### src/rtl/hazard_pkg.sv
// Shared FSM encoding, default parameters and counter sizing for the hazard control unit.
package hazard_pkg;

  typedef enum logic [1:0] {
    IDLE       = 2'd0,
    LOAD_STALL = 2'd1,
    BR_WAIT    = 2'd2,
    MEM_WAIT   = 2'd3
  } hz_state_t;

  localparam int DEF_REG_AW   = 5;
  localparam int DEF_NUM_SRC  = 2;
  localparam int DEF_LOAD_LAT = 1;
  localparam int DEF_BR_DEPTH = 2;
  localparam int DEF_PERF_W   = 16;

  // Wide enough to hold the longest stall length; at least one bit.
  function automatic int cnt_width(int load_lat, int br_depth);
    int m;
    m = (load_lat > br_depth) ? load_lat : br_depth;
    return (m < 1) ? 1 : $clog2(m + 1);
  endfunction

endpackage

### src/rtl/hazard_src_match.sv
// One source-operand comparator: hits when a valid, non-zero source equals the load destination.
module hazard_src_match
  import hazard_pkg::*;
#(
  parameter int REG_AW = DEF_REG_AW
) (
  input  logic [REG_AW-1:0] rs,
  input  logic              rs_valid,
  input  logic [REG_AW-1:0] rd,
  output logic              hit
);

  assign hit = rs_valid && (rs == rd) && (rd != '0);

endmodule

### src/rtl/hazard_control_unit.sv
// Pipeline hazard controller: load-use stall, branch flush window, memory wait hold.
// Outputs react combinationally in the hazard cycle; mem_busy overrides and freezes all sequencing.
module hazard_control_unit
  import hazard_pkg::*;
#(
  parameter int REG_AW   = DEF_REG_AW,
  parameter int NUM_SRC  = DEF_NUM_SRC,
  parameter int LOAD_LAT = DEF_LOAD_LAT,
  parameter int BR_DEPTH = DEF_BR_DEPTH,
  parameter int PERF_W   = DEF_PERF_W
) (
  input  logic                      clk,
  input  logic                      reset,
  input  logic                      memRead_ID_EX,
  input  logic [REG_AW-1:0]         rd_ID_EX,
  input  logic [NUM_SRC*REG_AW-1:0] rs_IF_ID,
  input  logic [NUM_SRC-1:0]        rs_valid_IF_ID,
  input  logic                      branch_IF_ID,
  input  logic                      mem_busy,
  output logic                      stall_PC,
  output logic                      stall_IF_ID,
  output logic                      flush_IF_ID,
  output logic                      flush_ID_EX,
  output logic                      stall_ID_EX,
  output logic [1:0]                hazard_state,
  output logic [PERF_W-1:0]         stall_cycles
);

  localparam int CNT_W = cnt_width(LOAD_LAT, BR_DEPTH);

  hz_state_t        state, state_n, saved, saved_n, eff;
  logic [CNT_W-1:0] cnt, cnt_n;
  logic [NUM_SRC-1:0] src_hit;
  logic             lu_hit;

  for (genvar k = 0; k < NUM_SRC; k++) begin : g_src
    hazard_src_match #(.REG_AW(REG_AW)) u_match (
      .rs       (rs_IF_ID[k*REG_AW +: REG_AW]),
      .rs_valid (rs_valid_IF_ID[k]),
      .rd       (rd_ID_EX),
      .hit      (src_hit[k])
    );
  end

  assign lu_hit = memRead_ID_EX && (|src_hit) && (LOAD_LAT > 0);

  always_comb begin
    stall_PC    = 1'b0;
    stall_IF_ID = 1'b0;
    flush_IF_ID = 1'b0;
    flush_ID_EX = 1'b0;
    stall_ID_EX = 1'b0;
    state_n     = state;
    saved_n     = saved;
    cnt_n       = cnt;
    eff         = state;

    if (mem_busy) begin
      stall_PC    = 1'b1;
      stall_IF_ID = 1'b1;
      stall_ID_EX = 1'b1;
      state_n     = MEM_WAIT;
      if (state != MEM_WAIT) saved_n = state;
    end else begin
      // Leaving a memory wait behaves exactly like the interrupted state.
      if (state == MEM_WAIT) begin
        eff     = saved;
        state_n = saved;
      end
      case (eff)
        IDLE: begin
          if (lu_hit) begin
            stall_PC    = 1'b1;
            stall_IF_ID = 1'b1;
            flush_ID_EX = 1'b1;
            if (LOAD_LAT > 1) begin
              cnt_n   = CNT_W'(LOAD_LAT - 1);
              state_n = LOAD_STALL;
            end
          end else if (branch_IF_ID) begin
            stall_PC    = 1'b1;
            flush_IF_ID = 1'b1;
            if (BR_DEPTH > 1) begin
              cnt_n   = CNT_W'(BR_DEPTH - 1);
              state_n = BR_WAIT;
            end
          end
        end
        LOAD_STALL: begin
          stall_PC    = 1'b1;
          stall_IF_ID = 1'b1;
          flush_ID_EX = 1'b1;
          if (cnt != '0) cnt_n = cnt - CNT_W'(1);
          if (cnt <= CNT_W'(1)) state_n = IDLE;
        end
        BR_WAIT: begin
          stall_PC    = 1'b1;
          flush_IF_ID = 1'b1;
          if (cnt != '0) cnt_n = cnt - CNT_W'(1);
          if (cnt <= CNT_W'(1)) state_n = IDLE;
        end
        default: state_n = IDLE;
      endcase
    end

    if (!reset) begin
      stall_PC    = 1'b0;
      stall_IF_ID = 1'b0;
      flush_IF_ID = 1'b0;
      flush_ID_EX = 1'b0;
      stall_ID_EX = 1'b0;
    end
  end

  always_ff @(posedge clk) begin
    if (!reset) begin
      state        <= IDLE;
      saved        <= IDLE;
      cnt          <= '0;
      stall_cycles <= '0;
    end else begin
      state <= state_n;
      saved <= saved_n;
      cnt   <= cnt_n;
      if (stall_PC && (stall_cycles != '1)) stall_cycles <= stall_cycles + PERF_W'(1);
    end
  end

  assign hazard_state = state;

endmodule

### config.mk
export PLATFORM = sky130hd
export DESIGN_NAME = hazard_control_unit
export DESIGN_NICKNAME = d
export VERILOG_FILES = /design/src/rtl/hazard_pkg.sv /design/src/rtl/hazard_src_match.sv /design/src/rtl/hazard_control_unit.sv
export SDC_FILE = /design/constraint.sdc
export NUM_CORES = 1
export LEC_CHECK = 0
export ABC_AREA = 1
export CAP_MARGIN = 20
export CORE_UTILIZATION = 48
export DETAILED_ROUTE_END_ITERATION = 7
export PLACE_DENSITY_LB_ADDON = 0.08
export REMOVE_ABC_BUFFERS = 1
export SYNTH_ARGS = -nofsm -noshare
export SYNTH_HDL_FRONTEND = slang
export SYNTH_SLANG_ARGS = --single-unit
### constraint.sdc
create_clock -name clk -period 2.5 [get_ports clk]
set_clock_uncertainty 0.2 [all_clocks]
set_input_delay 0.25 -clock clk [delete_from_list [all_inputs] [get_ports clk]]
set_output_delay 0.25 -clock clk [all_outputs]
set_load 0.02 [all_outputs]
==> metrics.md <==
| Metric | Value |
|---|---|
| Outcome | `complete, no violations` |
| CTS Hold Bufs | `0` |
| Residual DRC | `0` |
| CP Capture Type | `output pin` |
| CP max FO | `4` |
| Crit path kind | `reg -> out` |
| Pleak | `1.018 nW` |
| Post-layout net count | `332` |
| Synth Cell Area | `0.001577 mm2` |
| Layout Cells excl Fill | `346` |
| Cell taking the most area after synthesis | `dfxtp_1` |
| Hpwl dp | `2634 um` |
| CTS H-tree depth | `1` |
| # Post-CTS Setup Buffers | `0` |
| Vias | `1,657` |
| Setup-failing EPs final | `0` |
| Root Buffer Master | `clkbuf_4` |
| Seq/Total Area, Yosys | `27.94%` |
| Largest net degree at the start of global routing | `21` |
| Tcrit/Tclk final | `92.80%` |
| Mapped Cells | `251` |
| Combinational power share | `27.7%` |
| Worst Hold Class | `reg -> reg` |
| Cell row count | `20` |
| Clock power frac | `30.4%` |
| Global placer's final weighted congestion | `0.7935` |
| Placed Cells | `342` |
| CP peak stage delay | `0.40 ns` |
| Antenna cells | `0` |
| # clock sinks | `22` |
| IO Pins | `45` |
| Tmin final | `2.320 ns` |
| Reg power frac | `41.9%` |
| Total CTS buffers | `3` |
| Area delta synth->final | `36.19%` |
| Count of final max-slew check failures | `0` |
| Place WS | `-0.1517 ns` |
| Vias per Instance | `4.789` |
| GRT Total Usage | `21.91%` |
| Final Total Pwr | `908.3 uW` |
| Post-synth cell types | `29` |
| Layout cell share with drive strength beyond 1 | `8.609%` |
| Worst-Skew Late Latency | `0.31 ns` |
| Most Frequent Cell on Critical Path | `inv_1` |
| Switching power of the nets | `267.3 uW` |
| Synth Warn # | `0` |
| Post-synth top area share | `27.94%` |
| Net Sw Frac | `29.43%` |
| Drt total wl | `3448 um` |
| DIE HEIGHT | `59.31 um` |
| Die Width | `59.31 um` |
| Fmax | `0.4310 GHz` |
| Worst path required time | `2.05 ns` |
| Critical Path Source Type | `flip-flop` |
| P_int | `641.0 uW` |
| CTS tree | `done` |
| Power per standard cell area | `423.1 mW/mm2` |
| RSZ-0062 raised after global routing | `false` |
| Syn_area_per_cell | `6.281 um2` |
| Drt wl/cell | `9.965 um` |
| Final Util | `69.76%` |
| Worst rel slew slack | `74.94%` |
| Starting Density | `51.22%` |
| Synth area leaders | `dfxtp_1, nand2_1, inv_1` |
| Synth Register Bits | `22` |
| Worst slew pin tran | `0.3725 ns` |
| Core Area | `0.003078 mm2` |
| Worst-path cell chain | `inv_1, a21oi_2, inv_1, ha_1, nand3_1, nand2_1, inv_1, o21ai_0, clkdlybuf4s15_1` |
| Arr. time, crit path | `1.87 ns` |
| Initial antenna violation count | `0` |
| Max_cap viols | `0` |
| Max clock buf depth | `2` |
| DRT iter0 DRCs | `91` |
| First-pass GRT wire length | `5989 um` |
| IR drop worst, VDD | `370.4 uV` |
| Sum of overflow across all layers after global routing | `0` |
| Total die area | `0.003518 mm2` |
| Vias in the first global route | `1,431` |
| Worst Slack Setup Final | `0.1800 ns` |
| Antenna Violating Nets Remaining | `0` |
| Worst path slowest cell | `dfxtp_1` |
| Final Hold Violating Endpoints | `0` |
| PortBufs | `44` |
| Detailed Routing Iterations Pass 1 | `4` |
| Worst-path clk slew | `0.13 ns` |
## final timing paths
kind | startpoint | to | slack (ns) | cells after the start
setup / recovery | hazard_state[1] | stall_IF_ID | 0.18 | 9
hold / removal | cnt[0] | cnt[0] | 0.31 | 2
setup reg to reg | saved[0] | stall_cycles[8] | 0.30 | 13
hold reg to reg | cnt[0] | cnt[0] | 0.31 | 2
## cells by family (layout without fill, tap and decap cells)
kind of cell               after synthesis  in the layout  share of synthesized area, %
xor gates and xnor gates                11             11                         6.111
DFF                                     22             22                         27.94
and+or+nand+nor                        137            137                         38.73
AOI/OAI and AO/OA                       28             28                         9.683
adders and majority gates                7              7                         5.555
buffers and inverters                   46             97                         11.98
## power groups by stage
stage	registers, mW	clock network (mW)	logic, mW
after floorplan	0.395	0	0.131
after global placement	0.387	0	0.252
after detailed placement	0.387	0	0.255
after CTS	0.380	0.281	0.254
after global routing	0.383	0.297	0.285
final	0.380	0.276	0.252
## registers in the layout (all words and copies together) (netlist names)
signal,cells
cnt,2
hazard_state,2
saved,2
stall_cycles,16
## through the flow
| step | TNS, ns | cell area, um2 | hold WS, ns |
|---|---|---|---|
| 2_1_floorplan | 0 | 1541 | 0.1658 |
| 3_3_place_gp | -0.2605 | 2097 | 0.2604 |
| 3_5_place_dp | -0.4005 | 2097 | 0.2740 |
| 4_1_cts | 0 | 2152 | 0.3108 |
| 5_1_grt | 0 | 2147 | 0.3328 |
| 6_report | 0 | 2147 | 0.3054 |
## synth_stat cells (all sizes together)
cell type / number
a211oi: 1
a21oi: 21
a221oi: 1
buf: 4
clkbuf: 1
clkinv: 1
dfxtp: 22
ha: 7
inv: 40
nand2: 76
nand3: 27
nand3b: 1
nand4: 3
nor2: 22
nor3: 6
nor4: 1
o211ai: 1
o21ai: 4
or2: 1
xnor2: 4
xor2: 7
## cells in the final DEF (no fill, tap or decap), types with 2 or more instances in the layout
master,n
xor2_1,7
ha_1,7
nand2_1,72
o21ai_0,4
a21oi_2,3
clkdlybuf4s50_1,40
nand4_1,3
xnor2_1,4
a21oi_1,18
clkbuf_2,2
clkbuf_4,3
nand2_2,2
dfxtp_1,21
nor2_1,21
buf_4,8
inv_1,39
nand3_1,27
nor3_1,5
nand2_4,2
## layer usage
layer | routed length [um] | vias to the layer above | global-route usage (%)
met1 | 1767 | 720 | 29.57
met2 | 1526 | 41 | 36.60
met3 | 134 | 2 | 3.930
met5 | 0 | - | 0
met4 | 20 | 0 | 4.082
li1 | - | 894 | -
## final cells by class
cell class | instances | area (um2)
repair buffers | 52 | 489.2
clock buffers | 3 | 22.52
flip-flops and latches | 22 | 441.7
fillers | 296 | 930.9
well taps | 44 | 55.05
inverters | 41 | 153.9
clock inverters | 1 | 30.03
multi-input cells | 183 | 954.7
## critical path: cells and delay by family (launching register included)
family	cells	cell delay (ns)
adders and majority gates	1	0.22
DFF	1	0.40
buffers and inverters	4	0.52
and+or+nand+nor	2	0.18
AOI/OAI and AO/OA	2	0.23
## repair_timing
| item | 4_1_cts | 5_1_grt |
|---|---|---|
| gates resized for setup | 6 | 7 |
| endpoints found under the setup margin | 4 | 5 |
| pin swaps | 0 | 0 |
| endpoints found under the hold margin | 0 | 0 |
Power figures use the tool's default switching activity.
